--- src/rtl/a25_copro15_pkg.sv ---
// rtl/a25_copro15_pkg.sv - CP15 register indices, operation codes and flush FSM encoding.
package a25_copro15_pkg;

  localparam logic [3:0] CRN_ID           = 4'd0;
  localparam logic [3:0] CRN_FLUSH        = 4'd1;
  localparam logic [3:0] CRN_CACHE_CTRL   = 4'd2;
  localparam logic [3:0] CRN_CACHEABLE    = 4'd3;
  localparam logic [3:0] CRN_UPDATEABLE   = 4'd4;
  localparam logic [3:0] CRN_DISRUPTIVE   = 4'd5;
  localparam logic [3:0] CRN_FAULT_STATUS = 4'd6;
  localparam logic [3:0] CRN_FAULT_ADDR   = 4'd7;

  localparam logic [1:0] OP_NONE = 2'd0;
  localparam logic [1:0] OP_MRC  = 2'd1;
  localparam logic [1:0] OP_MCR  = 2'd2;

  typedef enum logic {
    FLUSH_IDLE   = 1'b0,
    FLUSH_ACTIVE = 1'b1
  } flush_state_t;

endpackage

--- src/rtl/a25_copro15_ctrl_if.sv ---
// rtl/a25_copro15_ctrl_if.sv - Core/cache facing signal bundle of the CP15 controller.
interface a25_copro15_ctrl_if #(
  parameter int AREA_BITS = 32
);
  logic                 i_core_stall;
  logic [3:0]           i_copro_crn;
  logic [1:0]           i_copro_operation;
  logic [31:0]          i_copro_write_data;
  logic                 i_fault;
  logic [7:0]           i_fault_status;
  logic [31:0]          i_fault_address;
  logic                 i_cache_flush_ack;
  logic [31:0]          o_copro_read_data;
  logic                 o_cache_enable;
  logic                 o_cache_flush_req;
  logic                 o_copro_busy;
  logic [AREA_BITS-1:0] o_cacheable_area;
  logic [AREA_BITS-1:0] o_updateable_area;
  logic [AREA_BITS-1:0] o_disruptive_area;
  logic                 o_fault_pending;

  modport master (
    output i_core_stall, i_copro_crn, i_copro_operation, i_copro_write_data,
    output i_fault, i_fault_status, i_fault_address, i_cache_flush_ack,
    input  o_copro_read_data, o_cache_enable, o_cache_flush_req, o_copro_busy,
    input  o_cacheable_area, o_updateable_area, o_disruptive_area, o_fault_pending
  );

  modport slave (
    input  i_core_stall, i_copro_crn, i_copro_operation, i_copro_write_data,
    input  i_fault, i_fault_status, i_fault_address, i_cache_flush_ack,
    output o_copro_read_data, o_cache_enable, o_cache_flush_req, o_copro_busy,
    output o_cacheable_area, o_updateable_area, o_disruptive_area, o_fault_pending
  );

endinterface

--- src/rtl/a25_copro15_fault_fifo.sv ---
// rtl/a25_copro15_fault_fifo.sv - Fault record FIFO; a full FIFO still accepts a push paired with a pop.
module a25_copro15_fault_fifo #(
  parameter  int DEPTH = 4,
  parameter  int WIDTH = 40,
  localparam int PTR_W = $clog2(DEPTH),
  localparam int CNT_W = PTR_W + 1
) (
  input  logic             i_clk,
  input  logic             i_rst,
  input  logic             i_push,
  input  logic             i_pop,
  input  logic [WIDTH-1:0] i_data,
  output logic [WIDTH-1:0] o_head,
  output logic [CNT_W-1:0] o_count,
  output logic             o_full,
  output logic             o_empty
);

  logic [WIDTH-1:0] mem_q [DEPTH];
  logic [PTR_W-1:0] wr_ptr_q, wr_ptr_d;
  logic [PTR_W-1:0] rd_ptr_q, rd_ptr_d;
  logic [CNT_W-1:0] count_q, count_d;
  logic             push_en;
  logic             pop_en;

  assign o_full  = (count_q == CNT_W'(DEPTH));
  assign o_empty = (count_q == '0);
  assign o_count = count_q;
  assign o_head  = o_empty ? '0 : mem_q[rd_ptr_q];

  always_comb begin
    pop_en   = i_pop && !o_empty;
    push_en  = i_push && (!o_full || pop_en);
    wr_ptr_d = wr_ptr_q;
    rd_ptr_d = rd_ptr_q;
    count_d  = count_q;
    if (push_en) wr_ptr_d = wr_ptr_q + PTR_W'(1);
    if (pop_en)  rd_ptr_d = rd_ptr_q + PTR_W'(1);
    case ({push_en, pop_en})
      2'b10:   count_d = count_q + CNT_W'(1);
      2'b01:   count_d = count_q - CNT_W'(1);
      default: count_d = count_q;
    endcase
  end

  always_ff @(posedge i_clk) begin
    if (i_rst) begin
      wr_ptr_q <= '0;
      rd_ptr_q <= '0;
      count_q  <= '0;
    end else begin
      wr_ptr_q <= wr_ptr_d;
      rd_ptr_q <= rd_ptr_d;
      count_q  <= count_d;
    end
  end

  // Payload is only ever read under a non-zero count, so it carries no reset.
  always_ff @(posedge i_clk) begin
    if (push_en) mem_q[wr_ptr_q] <= i_data;
  end

endmodule

--- src/rtl/a25_copro15_ctrl.sv ---
// rtl/a25_copro15_ctrl.sv - CP15 system control: cache/region registers, flush handshake, fault log.
module a25_copro15_ctrl
  import a25_copro15_pkg::*;
#(
  parameter int          AREA_BITS   = 32,
  parameter int          FAULT_DEPTH = 4,
  parameter logic [31:0] ID_VALUE    = 32'h4156_0300
) (
  input  logic              i_clk,
  input  logic              i_rst,
  a25_copro15_ctrl_if.slave bus
);

  localparam int CNT_W = $clog2(FAULT_DEPTH) + 1;

  logic [2:0]           cache_control_q, cache_control_d;
  logic [AREA_BITS-1:0] cacheable_q, cacheable_d;
  logic [AREA_BITS-1:0] updateable_q, updateable_d;
  logic [AREA_BITS-1:0] disruptive_q, disruptive_d;
  logic                 overflow_q, overflow_d;
  logic [31:0]          read_data_q, read_data_d;
  flush_state_t         state_q, state_d;

  logic                 is_mcr;
  logic                 is_mrc;
  logic                 fifo_push;
  logic                 fifo_pop;
  logic [39:0]          fifo_head;
  logic [CNT_W-1:0]     fifo_count;
  logic                 fifo_full;
  logic                 fifo_empty;
  logic                 fault_drop;

  assign is_mcr    = !bus.i_core_stall && (bus.i_copro_operation == OP_MCR);
  assign is_mrc    = !bus.i_core_stall && (bus.i_copro_operation == OP_MRC);
  assign fifo_push = !bus.i_core_stall && bus.i_fault;
  assign fifo_pop  = is_mrc && (bus.i_copro_crn == CRN_FAULT_ADDR);
  // A full FIFO only loses the fault when no pop frees a slot this cycle.
  assign fault_drop = fifo_push && fifo_full && !fifo_pop;

  a25_copro15_fault_fifo #(
    .DEPTH (FAULT_DEPTH),
    .WIDTH (40)
  ) u_fault_fifo (
    .i_clk   (i_clk),
    .i_rst   (i_rst),
    .i_push  (fifo_push),
    .i_pop   (fifo_pop),
    .i_data  ({bus.i_fault_status, bus.i_fault_address}),
    .o_head  (fifo_head),
    .o_count (fifo_count),
    .o_full  (fifo_full),
    .o_empty (fifo_empty)
  );

  always_comb begin
    cache_control_d = cache_control_q;
    cacheable_d     = cacheable_q;
    updateable_d    = updateable_q;
    disruptive_d    = disruptive_q;
    overflow_d      = overflow_q;
    if (is_mcr) begin
      case (bus.i_copro_crn)
        CRN_CACHE_CTRL:   cache_control_d = bus.i_copro_write_data[2:0];
        CRN_CACHEABLE:    cacheable_d     = bus.i_copro_write_data[AREA_BITS-1:0];
        CRN_UPDATEABLE:   updateable_d    = bus.i_copro_write_data[AREA_BITS-1:0];
        CRN_DISRUPTIVE:   disruptive_d    = bus.i_copro_write_data[AREA_BITS-1:0];
        CRN_FAULT_STATUS: overflow_d      = 1'b0;
        default:          ;
      endcase
    end
    if (fault_drop) overflow_d = 1'b1;
  end

  always_comb begin
    read_data_d = read_data_q;
    if (!bus.i_core_stall) begin
      case (bus.i_copro_crn)
        CRN_ID:           read_data_d = ID_VALUE;
        CRN_CACHE_CTRL:   read_data_d = {29'd0, cache_control_q};
        CRN_CACHEABLE:    read_data_d = 32'(cacheable_q);
        CRN_UPDATEABLE:   read_data_d = 32'(updateable_q);
        CRN_DISRUPTIVE:   read_data_d = 32'(disruptive_q);
        CRN_FAULT_STATUS: read_data_d = {overflow_q, 7'd0, 8'(fifo_count), 8'd0, fifo_head[39:32]};
        CRN_FAULT_ADDR:   read_data_d = fifo_head[31:0];
        default:          read_data_d = 32'd0;
      endcase
    end
  end

  // The ack must end a flush even while the core is stalled on it.
  always_comb begin
    state_d = state_q;
    case (state_q)
      FLUSH_IDLE:   if (is_mcr && (bus.i_copro_crn == CRN_FLUSH)) state_d = FLUSH_ACTIVE;
      FLUSH_ACTIVE: if (bus.i_cache_flush_ack) state_d = FLUSH_IDLE;
      default:      state_d = FLUSH_IDLE;
    endcase
  end

  always_ff @(posedge i_clk) begin
    if (i_rst) begin
      cache_control_q <= '0;
      cacheable_q     <= '0;
      updateable_q    <= '0;
      disruptive_q    <= '0;
      overflow_q      <= 1'b0;
      read_data_q     <= '0;
      state_q         <= FLUSH_IDLE;
    end else begin
      cache_control_q <= cache_control_d;
      cacheable_q     <= cacheable_d;
      updateable_q    <= updateable_d;
      disruptive_q    <= disruptive_d;
      overflow_q      <= overflow_d;
      read_data_q     <= read_data_d;
      state_q         <= state_d;
    end
  end

  assign bus.o_copro_read_data = read_data_q;
  assign bus.o_cache_enable    = cache_control_q[0];
  assign bus.o_cache_flush_req = (state_q == FLUSH_ACTIVE);
  assign bus.o_copro_busy      = (state_q == FLUSH_ACTIVE);
  assign bus.o_cacheable_area  = cacheable_q;
  assign bus.o_updateable_area = updateable_q;
  assign bus.o_disruptive_area = disruptive_q;
  assign bus.o_fault_pending   = !fifo_empty;

endmodule

--- src/flat_wrapper.sv ---
// flat-port wrapper written by rule: the top's interface ports become plain ports
module a25_copro15_ctrl_flat import a25_copro15_pkg::*;
#(
  parameter int          AREA_BITS   = 32,
  parameter int          FAULT_DEPTH = 4,
  parameter logic [31:0] ID_VALUE    = 32'h4156_0300
)
  (i_clk, i_rst, bus_i_core_stall, bus_i_copro_crn, bus_i_copro_operation, bus_i_copro_write_data, bus_i_fault, bus_i_fault_status, bus_i_fault_address, bus_i_cache_flush_ack, bus_o_copro_read_data, bus_o_cache_enable, bus_o_cache_flush_req, bus_o_copro_busy, bus_o_cacheable_area, bus_o_updateable_area, bus_o_disruptive_area, bus_o_fault_pending);
  a25_copro15_ctrl_if #(.AREA_BITS(AREA_BITS)) bus_i ();
  input  logic i_clk;
  input  logic i_rst;
  input wire logic [$bits(bus_i.i_core_stall)-1:0] bus_i_core_stall;
  input wire logic [$bits(bus_i.i_copro_crn)-1:0] bus_i_copro_crn;
  input wire logic [$bits(bus_i.i_copro_operation)-1:0] bus_i_copro_operation;
  input wire logic [$bits(bus_i.i_copro_write_data)-1:0] bus_i_copro_write_data;
  input wire logic [$bits(bus_i.i_fault)-1:0] bus_i_fault;
  input wire logic [$bits(bus_i.i_fault_status)-1:0] bus_i_fault_status;
  input wire logic [$bits(bus_i.i_fault_address)-1:0] bus_i_fault_address;
  input wire logic [$bits(bus_i.i_cache_flush_ack)-1:0] bus_i_cache_flush_ack;
  output wire logic [$bits(bus_i.o_copro_read_data)-1:0] bus_o_copro_read_data;
  output wire logic [$bits(bus_i.o_cache_enable)-1:0] bus_o_cache_enable;
  output wire logic [$bits(bus_i.o_cache_flush_req)-1:0] bus_o_cache_flush_req;
  output wire logic [$bits(bus_i.o_copro_busy)-1:0] bus_o_copro_busy;
  output wire logic [$bits(bus_i.o_cacheable_area)-1:0] bus_o_cacheable_area;
  output wire logic [$bits(bus_i.o_updateable_area)-1:0] bus_o_updateable_area;
  output wire logic [$bits(bus_i.o_disruptive_area)-1:0] bus_o_disruptive_area;
  output wire logic [$bits(bus_i.o_fault_pending)-1:0] bus_o_fault_pending;
  assign bus_i.i_core_stall = bus_i_core_stall;
  assign bus_i.i_copro_crn = bus_i_copro_crn;
  assign bus_i.i_copro_operation = bus_i_copro_operation;
  assign bus_i.i_copro_write_data = bus_i_copro_write_data;
  assign bus_i.i_fault = bus_i_fault;
  assign bus_i.i_fault_status = bus_i_fault_status;
  assign bus_i.i_fault_address = bus_i_fault_address;
  assign bus_i.i_cache_flush_ack = bus_i_cache_flush_ack;
  assign bus_o_copro_read_data = bus_i.o_copro_read_data;
  assign bus_o_cache_enable = bus_i.o_cache_enable;
  assign bus_o_cache_flush_req = bus_i.o_cache_flush_req;
  assign bus_o_copro_busy = bus_i.o_copro_busy;
  assign bus_o_cacheable_area = bus_i.o_cacheable_area;
  assign bus_o_updateable_area = bus_i.o_updateable_area;
  assign bus_o_disruptive_area = bus_i.o_disruptive_area;
  assign bus_o_fault_pending = bus_i.o_fault_pending;
  a25_copro15_ctrl #(.AREA_BITS(AREA_BITS), .FAULT_DEPTH(FAULT_DEPTH), .ID_VALUE(ID_VALUE)) u_core (.i_clk(i_clk), .i_rst(i_rst), .bus(bus_i));
endmodule
--- config.mk ---
export PLATFORM = sky130hd
export DESIGN_NAME = a25_copro15_ctrl_flat
export DESIGN_NICKNAME = d
export VERILOG_FILES = /design/src/rtl/a25_copro15_pkg.sv /design/src/rtl/a25_copro15_ctrl_if.sv /design/src/rtl/a25_copro15_fault_fifo.sv /design/src/rtl/a25_copro15_ctrl.sv /design/src/flat_wrapper.sv
export SDC_FILE = /design/constraint.sdc
export NUM_CORES = 1
export LEC_CHECK = 0
export ABC_CLOCK_PERIOD_IN_PS = 5750
export BUFFER_PORTS_ARGS = -buffer_cell sky130_fd_sc_hd__buf_2
export CAP_MARGIN = 20
export CORE_ASPECT_RATIO = 0.9
export CORE_MARGIN = 2
export CORE_UTILIZATION = 40
export DETAILED_ROUTE_END_ITERATION = 8
export GPL_TIMING_DRIVEN = 0
export HOLD_SLACK_MARGIN = 0.03
export PLACE_DENSITY_LB_ADDON = 0.05
export SLEW_MARGIN = 40
export SYNTH_ARGS = -nofsm -noshare
export SYNTH_HDL_FRONTEND = slang
export SYNTH_HIERARCHICAL = 1
export SYNTH_SLANG_ARGS = --single-unit
export TNS_END_PERCENT = 20
--- constraint.sdc ---
create_clock -name i_clk -period 5.75 [get_ports i_clk]
set_clock_uncertainty 0.15 [all_clocks]
set_input_delay 1.15 -clock i_clk [delete_from_list [all_inputs] [get_ports i_clk]]
set_output_delay 1.15 -clock i_clk [all_outputs]
set_load 0.02 [all_outputs]
* Word level (Yosys, flattened, before mapping)
Memories as Yosys holds them, arrays and structs flattened. A register that Yosys moved wholly into a read port is not among the register bits.
Cells that the tools add are included.
** Storage, ports and cells
- Register bits after elaboration :: 140
- Bits in writable memories :: 160
- Input bits :: 83
- Logic and storage cells :: 65
- Memories :: 1
** Operators by class
- Add/sub/neg operators :: 4
- Equality and inequality tests :: 12
- Muxes and demuxes :: 13
- Bitwise gates (word level) :: 1
- Reductions and logical operators :: 24
** Memories
- u_core.u_fault_fifo.mem_q :: words 4, width 40, read ports 1, clocked after memory_dff 1, write ports 1, line a25_copro15_fault_fifo.sv:19 : logic [WIDTH-1:0] mem_q [DEPTH];
** Operators with widths (count)
- $pmux 32 s7 :: 1
- $mux 40 :: 1
- $eq 4x3->1 const B :: 4
- $reduce_and 2->1 :: 5
- $logic_and 1x1->1 :: 9
- $eq 4x2->1 const B :: 2
- $mux 1 :: 7
- $pmux 3 s2 :: 1
- $reduce_bool 2->1 :: 3
- $add 2x1->2 const B :: 2
- $eq 2x1->1 const B :: 2
- $eq 2x2->1 const B :: 2
- $eq 4x1->1 const B :: 1
- $logic_not 1->1 :: 4
- $logic_not 4->1 :: 1
- $mux 2 :: 2
- $add 3x1->3 const B :: 1
- $eq 3x3->1 const B :: 1
- $logic_not 3->1 :: 1
- $sub 3x1->3 const B :: 1
- $pmux 1 s2 :: 1
- $logic_or 1x1->1 :: 1
- $not 1->1 :: 1

* Longest topological paths before layout
- Word-level depth :: 8
- Gate-level depth with buffers :: 13

* Cells and area by module
Netlist, hierarchy kept.
** Modules (own cells, without submodules)
- a25_copro15_fault_fifo :: times used 1, cells each 321, area each 6635.1 sq um, seq. area each 4984.8 sq um
- a25_copro15_ctrl :: times used 1, cells each 706, area each 5743.0 sq um, seq. area each 2662.6 sq um

* Worst setup path before layout
No wires, ideal clock.
- Path kind :: input-to-reg
- Start point :: in bus_i_copro_crn[3]
- End point :: mem u_core.u_fault_fifo.mem_q[0][0], enable pin
- Data arrival time :: 3.317 ns
- Data required time :: 5.199 ns
- Setup slack :: 1.882 ns
- Cell stages on the path :: 9
- Path buffers :: 3
- Path through :: buf_4 and4b_1 buf_2 buf_2 nand3_1 inv_1 inv_1 a31oi_2 and2_1
** On the way
- Word-level cells in the longest chain between the ends :: 7
** RTL lines
- start: declaration :: line flat_wrapper.sv:13 : input wire logic [$bits(bus_i.i_copro_crn)-1:0] bus_i_copro_crn;
- $eq 4x3->1 :: line a25_copro15_ctrl.sv:37 : assign fifo_pop = is_mrc && (bus.i_copro_crn == CRN_FAULT_ADDR);
- $logic_and 1x1->1 :: line a25_copro15_ctrl.sv:37
- via u_core.fifo_pop :: line a25_copro15_ctrl.sv:27 : logic fifo_pop;
- $logic_and 1x1->1 :: line a25_copro15_fault_fifo.sv:32 : pop_en = i_pop && !o_empty;
- $logic_or 1x1->1 :: line a25_copro15_fault_fifo.sv:33 : push_en = i_push && (!o_full || pop_en);
- $logic_and 1x1->1 :: line a25_copro15_fault_fifo.sv:33
- $mux 1 :: line a25_copro15_fault_fifo.sv:60 : if (push_en) mem_q[wr_ptr_q] <= i_data;
- $mux 1 (implied by the code) :: line a25_copro15_fault_fifo.sv:60
- end: declaration :: line a25_copro15_fault_fifo.sv:19
The timed path passes the listed nets, and every way through them passes these cells.

* Worst setup path after layout
- Start point :: in bus_i_copro_crn[2]
- End point :: reg u_core.u_fault_fifo.count_q[2], in the netlist u_core/u_fault_fifo/o_count[2]
** On the way
- Word-level cells in the longest chain between the ends :: 7
- Elaborated cells between the ends (all ways) :: 9
** RTL lines
- $eq 4x3->1 (*) :: line a25_copro15_ctrl.sv:37
- $logic_and 1x1->1 (*) :: line a25_copro15_ctrl.sv:37
- via u_core.fifo_pop :: line a25_copro15_ctrl.sv:27
- $logic_and 1x1->1 (*) :: line a25_copro15_fault_fifo.sv:32
- $logic_or 1x1->1 :: line a25_copro15_fault_fifo.sv:33
- $logic_and 1x1->1 :: line a25_copro15_fault_fifo.sv:33
- $eq 2x1->1 or $eq 2x2->1 (tied branches) :: line a25_copro15_fault_fifo.sv:39 : case ({push_en, pop_en})
- $pmux 3 s2 or $reduce_bool 2->1 (tied branches)
- end signal: assignment :: line a25_copro15_fault_fifo.sv:54 : count_q <= count_d;
- end: declaration :: line a25_copro15_fault_fifo.sv:22 : logic [CNT_W-1:0] count_q, count_d;
The timed path passes the listed nets; every way through them passes the cells marked *.
A chain may end at the register's enable or synchronous reset.

==> impl_results.md <==
- Worst setup SP type: input pin
- Reg area: about 0.0076 mm^2
- Grt total ovfl: 0
- Leading cell types by count after synthesis: nand2_1 (237), edfxtp_1 (160), dfxtp_1 (142)
- Drt pass-1 iters: 5
- Minimum clock period: approximately 3.6 ns
- Routed vias: about 9200
- Slew @ Worst Pin: 0.847 ns
- Area grow syn2layout: 22.5%
- Largest net degree at the start of global routing: 31
- All-Layer GR Usage: a little under a quarter
- Final setup margin: roughly 2.1 ns
- Multi-input logic area: between 0.004 and 0.005 mm^2
- Core area: between 0.03 and 0.04 mm^2
- Post-synth EDFFs: 160
- Pre-CTS setup slack: roughly 1.6 ns
- Leakage: roughly 5.6 nW
- Post-synthesis net count: roughly 1100
- Final setup viols: 0
- CTS Sinks: 302
- Period utilization: 63.3%
- # DRC: 0
- Hold violation count in the final report: 0
- Prevailing post-synth register cell: edfxtp_1
- Final Max Tran Viols: 0
- Die H: 171 um
- Outcome: finished, final reports clean
- Mapped Area: 0.0124 mm^2
- CTS tree: yes
- Worst path arrival time: between 3 and 4 ns
- First-pass GRT wire length: 56100 um
- Initial antenna violation count: 2
- Worst-path clk slew: around 0.060 ns
- Top cells by area, synth: edfxtp_1 (39%), dfxtp_1 (23%), mux4_2 (7.3%), nand2_1 (7.2%), a21oi_1 (4.3%)
- Vias in the first global route: 8676
- Synth area leader: edfxtp_1
- Worst VDD drop: between 0.2 and 0.3 mV
- Starting DRC count in detailed routing: 741
- Die area: between 0.03 and 0.04 mm^2
- Setup bufs post-CTS: 0
- CTS Hold Bufs: 0
- Unrepaired setup endpoints after global routing: false
- Worst setup path category: in -> reg
- Ys Warns: 6
- Register area share after synthesis: about three fifths
- Share of layout cells above drive strength 1: between 20% and 30%
- Port Buffers: approximately 210
- Most frequent cell after synthesis: nand2_1
- Ys async rst share: 0%
- Number of CTS-inserted buffers: 34
- Root Buffer: clkbuf_16
- Achievable Freq: roughly 0.27 GHz
- WP data required: a little under 6 ns
- Final GP Congestion: a little over 0.8
- CP Capture Type: flop
- Detail Route Antenna Nets: 0
- Max transition margin: a little over two fifths
- Max Cap Viol: 0
- Cell variety after synth: 54
- WL/cell: 22.5 um
- Mapped Cells: slightly above 1000
- Clk Latency, worst-skew pair: 0.51 ns
- Fill cells: 2868
- CTS Buffer Depth: 3
- IO Pins: 215
- Pwr dens: a little over 300 mW/mm^2
- Setup TNS: 0 ns
- H-Tree Depth: 2
- HPWL after DPL: 27200 um
- Final Net Count: about 1400
- Final WL: around 39000 um
- Synth Register Bits: slightly above 300
- PostCTS Resize Cnt: 0
- Syn avg cell area: 12.1 um^2
- Site row count: a little over 60
- Initial core utilization: 40.3%
- Die width: about 190 um
- Share of the synthesized area in the top cell type: between 30% and 40%
- Hold crit path type: reg -> reg
- CP max FO: 10
- DR vias/cell: between 5 and 6
==> through the flow <==
stage,power (mW),util (%),cells,area [um^2],hold slack (ns)
detailed placement,2.57,45.8,1653,14000,0.313
global placement,2.56,45.5,1649,14000,0.306
global route,4.83,49.4,1716,15200,0.336
CTS,4.72,49.4,1715,15200,0.321
finish,4.68,49.4,1717,15200,0.320
floorplan,2.45,-,1027,12400,0.313
==> worst paths after layout <==
path	start	endpoint	slack [ns]	cells after the start
worst max register to register	u_core/u_fault_fifo/o_count[1]	u_core/bus.o_copro_read_data[4]	3.04	7
worst min register to register	u_core/bus.o_cacheable_area[11]	u_core/bus.o_cacheable_area[11]	0.32	2
worst max-delay path	bus_i_copro_crn[2]	u_core/u_fault_fifo/o_count[2]	2.11	14
worst min-delay path	u_core/bus.o_cacheable_area[11]	u_core/bus.o_cacheable_area[11]	0.32	2
==> metal layers <==
| layer | wire, um | track usage (%) |
|---|---|---|
| met5 | 0 | 0 |
| met3 | 2890 | 4.80 |
| met4 | 728 | 5.29 |
| met1 | 17700 | 34.1 |
| met2 | 17300 | 36.6 |
==> flip-flops by register name, summed over array words and instances (netlist names), named ones only <==
| register | flops |
|---|---|
| u_core/bus.o_cache_flush_req | 1 |
| u_core/bus.o_cacheable_area | 32 |
| u_core/bus.o_copro_read_data | 32 |
| u_core/bus.o_disruptive_area | 32 |
| u_core/bus.o_updateable_area | 32 |
| u_core/cache_control_q | 3 |
| u_core/overflow_q | 1 |
| u_core/u_fault_fifo/mem_q | 160 |
| u_core/u_fault_fifo/o_count | 3 |
| u_core/u_fault_fifo/rd_ptr_q | 2 |
| u_core/u_fault_fifo/wr_ptr_q | 2 |
==> critical path: stages <==
cell and delay, ns:
buf_2 0.12, buf_2 0.22, and4b_1 0.20, buf_2 0.25, buf_2 0.37, nand3_1 0.15, inv_1 0.09, buf_2 0.21
o31ai_1 0.13, nand2b_1 0.18, fa_1 0.38, nand2b_1 0.16, o211ai_1 0.16, a31oi_1 0.09
==> layout by cell type, fill, tap and decap left out, drive strengths merged, types with 3 or more instances in the layout <==
master and instances:
nand2 237, mux2i 15, dfxtp 142, a222oi 6
nor2b 38, xor2 3, a22o 22, nor2 18
and2b 6, a221oi 10, nand3b 10, a22oi 36
mux4 40, a21oi 107, and2 9, a31oi 5
inv 13, o22ai 4, clkinv 6, edfxtp 160
nand2b 10, nand3 7, buf 270, ha 4
o211ai 10, clkbuf 83, a31o 6
==> power breakdown <==
group          total, mW  switching [mW]  internal (mW)
Clock               2.15           0.849           1.31
Sequential          2.31         0.00860           2.30
Combinational      0.213           0.142         0.0709
Total               4.68            1.00           3.68
==> cell type report <==
type,instances,area share [%]
antenna,2,0.0330
buffer,83,2.95
clock buffer,53,6.70
clock inverter,9,0.619
inverter,13,0.322
multi-input combinational,629,28.0
sequential,302,50.4
tap,409,3.38
timing repair buffer,217,7.56
==> kinds of logic after synthesis <==
family	share of synthesized area (%)
flip-flops	61.8
multiplexers	8.58
buffers and inverters	4.01
XOR/XNOR	0.283
AO/OA/AOI/OAI	11.9
adder cells (fa/ha/maj)	0.566
AND/OR/NAND/NOR	12.8
Power figures use the tool's default switching activity.
